<file path="src/rtl/full_adder_reg.sv">
// ---------------------------------------------------------------------------
// full_adder_reg
//   Registered ripple-carry adder: {cout,sum} = a + b + c, with a signed
//   overflow flag, all presented from one output register stage.
//   With WIDTH=1 this is the classic single-bit full adder, registered.
//
// Ports
//   clk      in   1      rising-edge clock
//   rst_n    in   1      asynchronous active-low reset
//   a        in   WIDTH  operand A (unsigned or two's complement)
//   b        in   WIDTH  operand B
//   c        in   1      carry-in
//   valid_i  in   1      qualifies a/b/c this cycle
//   sum      out  WIDTH  registered sum (modulo 2^WIDTH)
//   cout     out  1      registered carry-out of the MSB
//   ovf      out  1      registered signed overflow
//   valid_o  out  1      registered copy of valid_i
//
// Latency is one cycle. When valid_i is low the result registers hold their
// contents, so undefined operands in idle cycles never reach the outputs.
// ---------------------------------------------------------------------------

// Single-bit full-adder cell used as one link of the ripple chain.
module full_adder_cell (
  input  logic a,
  input  logic b,
  input  logic k_in,
  output logic s,
  output logic k_out
);

  assign s     = a ^ b ^ k_in;
  assign k_out = (a & b) | (a & k_in) | (b & k_in);

endmodule

module full_adder_reg #(
  parameter int WIDTH = 1
) (
  input  logic             clk,
  input  logic             rst_n,
  input  logic [WIDTH-1:0] a,
  input  logic [WIDTH-1:0] b,
  input  logic             c,
  input  logic             valid_i,
  output logic [WIDTH-1:0] sum,
  output logic             cout,
  output logic             ovf,
  output logic             valid_o
);

  // Signed overflow occurs exactly when the carry entering the MSB differs
  // from the carry leaving it.
  function automatic logic signed_ovf(input logic k_msb_in,
                                      input logic k_msb_out);
    return k_msb_in ^ k_msb_out;
  endfunction

  logic [WIDTH:0]   k_p0;
  logic [WIDTH-1:0] sum_p0;
  logic             ovf_p0;

  logic [WIDTH-1:0] sum_p1;
  logic             cout_p1;
  logic             ovf_p1;
  logic             vld_p1;

  // Stage p0: combinational ripple chain, carry k_p0[0] is the carry-in.
  assign k_p0[0] = c;

  for (genvar i = 0; i < WIDTH; i++) begin : g_chain
    full_adder_cell u_cell (
      .a     (a[i]),
      .b     (b[i]),
      .k_in  (k_p0[i]),
      .s     (sum_p0[i]),
      .k_out (k_p0[i+1])
    );
  end

  // For WIDTH=1 the carry into the MSB is the carry-in itself.
  assign ovf_p0 = signed_ovf(k_p0[WIDTH-1], k_p0[WIDTH]);

  // Stage p1: output registers. Result registers load only on valid_i.
  always_ff @(posedge clk or negedge rst_n) begin
    if (!rst_n) begin
      sum_p1  <= '0;
      cout_p1 <= 1'b0;
      ovf_p1  <= 1'b0;
    end else if (valid_i) begin
      sum_p1  <= sum_p0;
      cout_p1 <= k_p0[WIDTH];
      ovf_p1  <= ovf_p0;
    end
  end

  always_ff @(posedge clk or negedge rst_n) begin
    if (!rst_n) begin
      vld_p1 <= 1'b0;
    end else begin
      vld_p1 <= valid_i;
    end
  end

  assign sum     = sum_p1;
  assign cout    = cout_p1;
  assign ovf     = ovf_p1;
  assign valid_o = vld_p1;

endmodule

</file>
<file path="config.mk">
export PLATFORM = sky130hd
export DESIGN_NAME = full_adder_reg
export DESIGN_NICKNAME = d
export VERILOG_FILES = /design/src/rtl/full_adder_reg.sv
export SDC_FILE = /design/constraint.sdc
export NUM_CORES = 1
export LEC_CHECK = 0
export CORE_AREA = 2 2 39 41
export CTS_CLUSTER_DIAMETER = 30
export CTS_CLUSTER_SIZE = 25
export DETAILED_ROUTE_END_ITERATION = 16
export DIE_AREA = 0 0 41 43
export GPL_TIMING_DRIVEN = 0
export PLACE_DENSITY = 0.34
export SLEW_MARGIN = 40
export SYNTH_ARGS = -nofsm -noshare
export SYNTH_HDL_FRONTEND = slang
export SYNTH_SLANG_ARGS = --single-unit
</file>
<file path="constraint.sdc">
create_clock -name clk -period 0.8 [get_ports clk]
set_input_delay 0.12 -clock clk [delete_from_list [all_inputs] [get_ports clk]]
set_output_delay 0.12 -clock clk [all_outputs]
set_load 0.05 [all_outputs]
</file>
* Yosys cells after proc, flatten, opt, wreduce, memory -nomap -nowiden
Index checks and enable logic that the tools add are counted.
** Word-level totals
- Bits in registers :: 4
- Bits of input ports :: 6
- Word-level logic and storage cells :: 12
** Operators by class
- Bitwise gates (word level) :: 8
** Operators with widths (count)
- $and A1 B1 Y1 :: 3
- $xor A1 B1 Y1 :: 3
- $or A1 B1 Y1 :: 2

* Logic depth before layout (Yosys ltp)
- Depth in word-level cells :: 4
- Gate-level depth with buffers :: 3
- Gate-level depth less buffers :: 3

* Hierarchy
A second synthesis with hierarchy kept.
** Unflattened totals
- Cell total of the unflattened synthesis :: 10
- Area, all modules :: 160.2 µm²
** Modules (own cells, without submodules)
- full_adder_reg :: instances 1, cells an instance 9, area an instance 140.1 µm², seq. area each 100.1 µm²
- full_adder_cell :: instances 1, cells an instance 1, area an instance 20.0 µm², seq. area each 0.0 µm²

* Worst setup path after synthesis
Ideal clock, no wire load.
- Kind :: reg2reg
- From :: reg, netlist name cout
- To :: reg cout_p1 (netlist: cout)
- Arrival :: 863 ps
- Required time :: 675 ps
- Path slack :: -188 ps
- Cell stages (with the launch flop) :: 2
- Path buffers :: 0
- Clock period less this slack :: 988 ps
- Cells stage by stage :: dfrtp_1 > mux2_2
** RTL lines
- end signal: assignment :: RTL line 92 : cout_p1 <= k_p0[WIDTH];
- end: declaration :: RTL line 64 : logic cout_p1;

* Final worst setup path
- From :: reg cout_p1 (netlist: cout)
- To :: out cout
** RTL lines
- end: declaration :: RTL line 47 : output logic cout,
No word-level cell between the ends.

==> summary.md <==
| Metric | Value |
|---|---|
| Clock root cell | sky130_fd_sc_hd__clkbuf_4 |
| Area of the die | 1763 um2 |
| Cell Rows | 14 |
| IO Pins | 10 |
| Post-route ant nets | 0 |
| Critical Path Start Type | flip-flop |
| Path class of the lowest-slack min-delay path | in -> async |
| Distinct cell type count after synthesis | 6 |
| Max stage delay cell, worst path | sky130_fd_sc_hd__dfrtp_2 |
| Effective utilization at floorplan | 0.1157 |
| Required time reported for the critical path endpoint | 0.68 ns |
| Overall power consumption | 0.7522 mW |
| Total congestion overflow after global routing | 0 |
| Detailed Routing Iterations Pass 1 | 2 |
| Signed area change from the synthesized netlist to the final layout | 92.19% |
| WL per Instance | 7.359 um |
| Final wirelength | 287 um |
| Remaining design rule violation count | 0 |
| Quantity of I/O buffers inserted on ports | 9 |
| Max VDD drop | 1.001 mV |
| Global-route wire length before repair | 538 um |
| Worst-Skew Late Latency | 0.24 ns |
| H-tree levels | 1 |
| Number of max-slew violations in the final report | 0 |
| GRT Overall Usage | 0.05040 |
| Share of the cycle needed by the critical path after routing | 1.140 |
| Clock Sink Count | 4 |
| Summed instance area of the synthesized netlist | 160.2 um2 |
| Vias per inst | 3.128 |
| Launch point of the worst reg-to-reg path | sum |
| Static leakage | 0.1317 nW |
| R2r worst-path depth | 1 |
| Most common cell after layout, fill and taps aside | sky130_fd_sc_hd__buf_6 |
| Commonest cells after routing, fill and taps aside | 6 x sky130_fd_sc_hd__buf_6, 3 x sky130_fd_sc_hd__clkbuf_4, 3 x sky130_fd_sc_hd__dfrtp_2 |
| Number of maximum-capacitance constraint violations | 0 |
| Classification of the worst setup path | reg -> out |
| Shortest period the worst path allows | 0.9119 ns |
| Number of failing hold endpoints at the final stage | 0 |
| Cell type group with the largest total delay on the critical path | flip-flops |
| Critical path buffers and inverters | 1 |
| Fin worst setup slack | -0.1119 ns |
| Vias in the first global route | 134 |
| Setup Buffers After CTS | 0 |
| Worst path cell trace | buf_6 |
| Post-route cell area | 307.8 um2 |
| Core Footprint | 1384 um2 |
| Achievable clock frequency | 1097 MHz |
| Post-synthesis register bit count | 4 |
| Category of the worst setup path capture point | primary output |
| Slew HR | 0.8734 |
| TritonCTS clock tree | done |
| Post-synthesis sequential area ratio | 0.6250 |
| Largest net degree at the start of global routing | 6 |
| Width of the die | 41 um |
| Endpoint of the worst register-to-register path | sum |
| Number of antenna diodes | 0 |
| CTS Buf Count | 3 |
| Post-layout utilization of the core | 0.2224 |
| Data arrival at the endpoint of the critical path | 0.79 ns |
| Critical path fanouts, max | 2 |
| Cell count after placement | 35 |
| Layout cells sized above 1 | 0.6957 |
| Register clock-pin slew on the reported worst setup and hold paths | 0.04 ns |
| Maximum buffer depth of the clock tree | 2 |
| Minimum setup slack among reg-to-reg paths | 0.02 ns |
| Final standard cell count with taps included and fillers excluded | 39 |
| Initial antenna violation count | 0 |
| Vias after detailed routing | 122 |
| Die extent in y | 43 um |
| Final number of setup-violating endpoints | 5 |
| Worst Max-Slew Pin Slew | 0.1899 ns |
| Final weighted congestion of routability-driven global placement | 0.6762 |
| Violations in the final reports | negative setup slack |
| Number of DRC violations after detailed-routing iteration 0 | 4 |
| RSZ-0062 raised after global routing | yes |
| Number of warnings reported in the yosys synthesis log | 0 |
| Crit-path max cell delay | 0.40 ns |
| Post-synthesis instance total | 10 |
| Ratio of total power to cell area | 2444 nW/um2 |
| HPWL reported at the end of detailed placement | 238.9 um |
| # nets final | 31 |
| Run status | complete, but fails checks |
| Mean cell area of the mapped netlist | 16.02 um2 |
| Final setup skew | 0 ns |
| Net Count, Synth | 17 |
| DP Area | 276.5 um2 |
how the worst max path moves through the flow:
stage,startpoint,endpoint,slack (ns),cells past startpoint
5_1_grt,cout,cout,-0.15,1
3_3_place_gp,c,sum,-0.66,3
3_5_place_dp,c,sum,-0.66,3
6_report,cout,cout,-0.11,1
4_1_cts,cout,cout,-0.12,1
2_1_floorplan,a,sum,-0.13,2
power by group:
group / switching, mW / internal (mW) / leakage (nW)
Combinational: 0.130 / 0.0993 / 0.0734
Clock: 0.0845 / 0.187 / 0.0150
Sequential: 0.0177 / 0.234 / 0.0433
Total: 0.232 / 0.520 / 0.132
synth_stat cells:
cell | number | share of area
sky130_fd_sc_hd__nor2_1 | 1 | 0.023
sky130_fd_sc_hd__fa_1 | 1 | 0.13
sky130_fd_sc_hd__mux2_2 | 2 | 0.14
sky130_fd_sc_hd__dfrtp_1 | 4 | 0.63
sky130_fd_sc_hd__a21oi_1 | 1 | 0.031
sky130_fd_sc_hd__xnor2_1 | 1 | 0.055
sequential cells by signal, indices dropped and copies added, names as in the netlist:
name / flops
valid_o: 1
ovf: 1
cout: 1
sum: 1
layer usage:
metal | up-vias | share of wire | GRT usage
met2 | 12 | 0.30 | 0.05000
met3 | 0 | 0.23 | 0.06283
li1 | 59 | - | -
met1 | 51 | 0.47 | 0.06189
met5 | - | 0 | 0
met4 | 0 | 0 | 0.02000
logic make-up after synthesis:
group,count (synthesis),share of synthesized area
DFF,4,0.6250
muxes,2,0.1406
AOI/OAI and AO/OA,1,0.03122
xor gates and xnor gates,1,0.05470
adders and majority gates,1,0.1250
and+or+nand+nor,1,0.02342
what timing repair did:
| action | 4_1_cts | 5_1_grt |
|---|---|---|
| cloned | 0 | 0 |
| setup endpoints to repair | 7 | 6 |
| hold buffers | 0 | 0 |
| resized for setup | 44 | 0 |
| pin swaps | 1 | 0 |
per-stage QoR:
stage	setup TNS, ns	hold slack, ns	worst slack [ns]
4_1_cts	-0.4238	0.08610	-0.1219
3_3_place_gp	-3.520	0.3389	-0.6622
2_1_floorplan	-0.2438	-0.1756	-0.1274
3_5_place_dp	-3.524	0.3401	-0.6588
6_report	-0.3814	0.08396	-0.1119
5_1_grt	-0.5206	0.09574	-0.1464
layout make-up:
cell class / count / area [um2]
Tap cell: 16 / 20.02
Sequential cell: 4 / 103.9
Clock buffer: 4 / 26.28
Timing Repair Buffer: 9 / 91.34
Multi-Input combinational cell: 6 / 66.31
Fill cell: 142 / 1076
No activity file was read; power rests on OpenSTA's default activity.
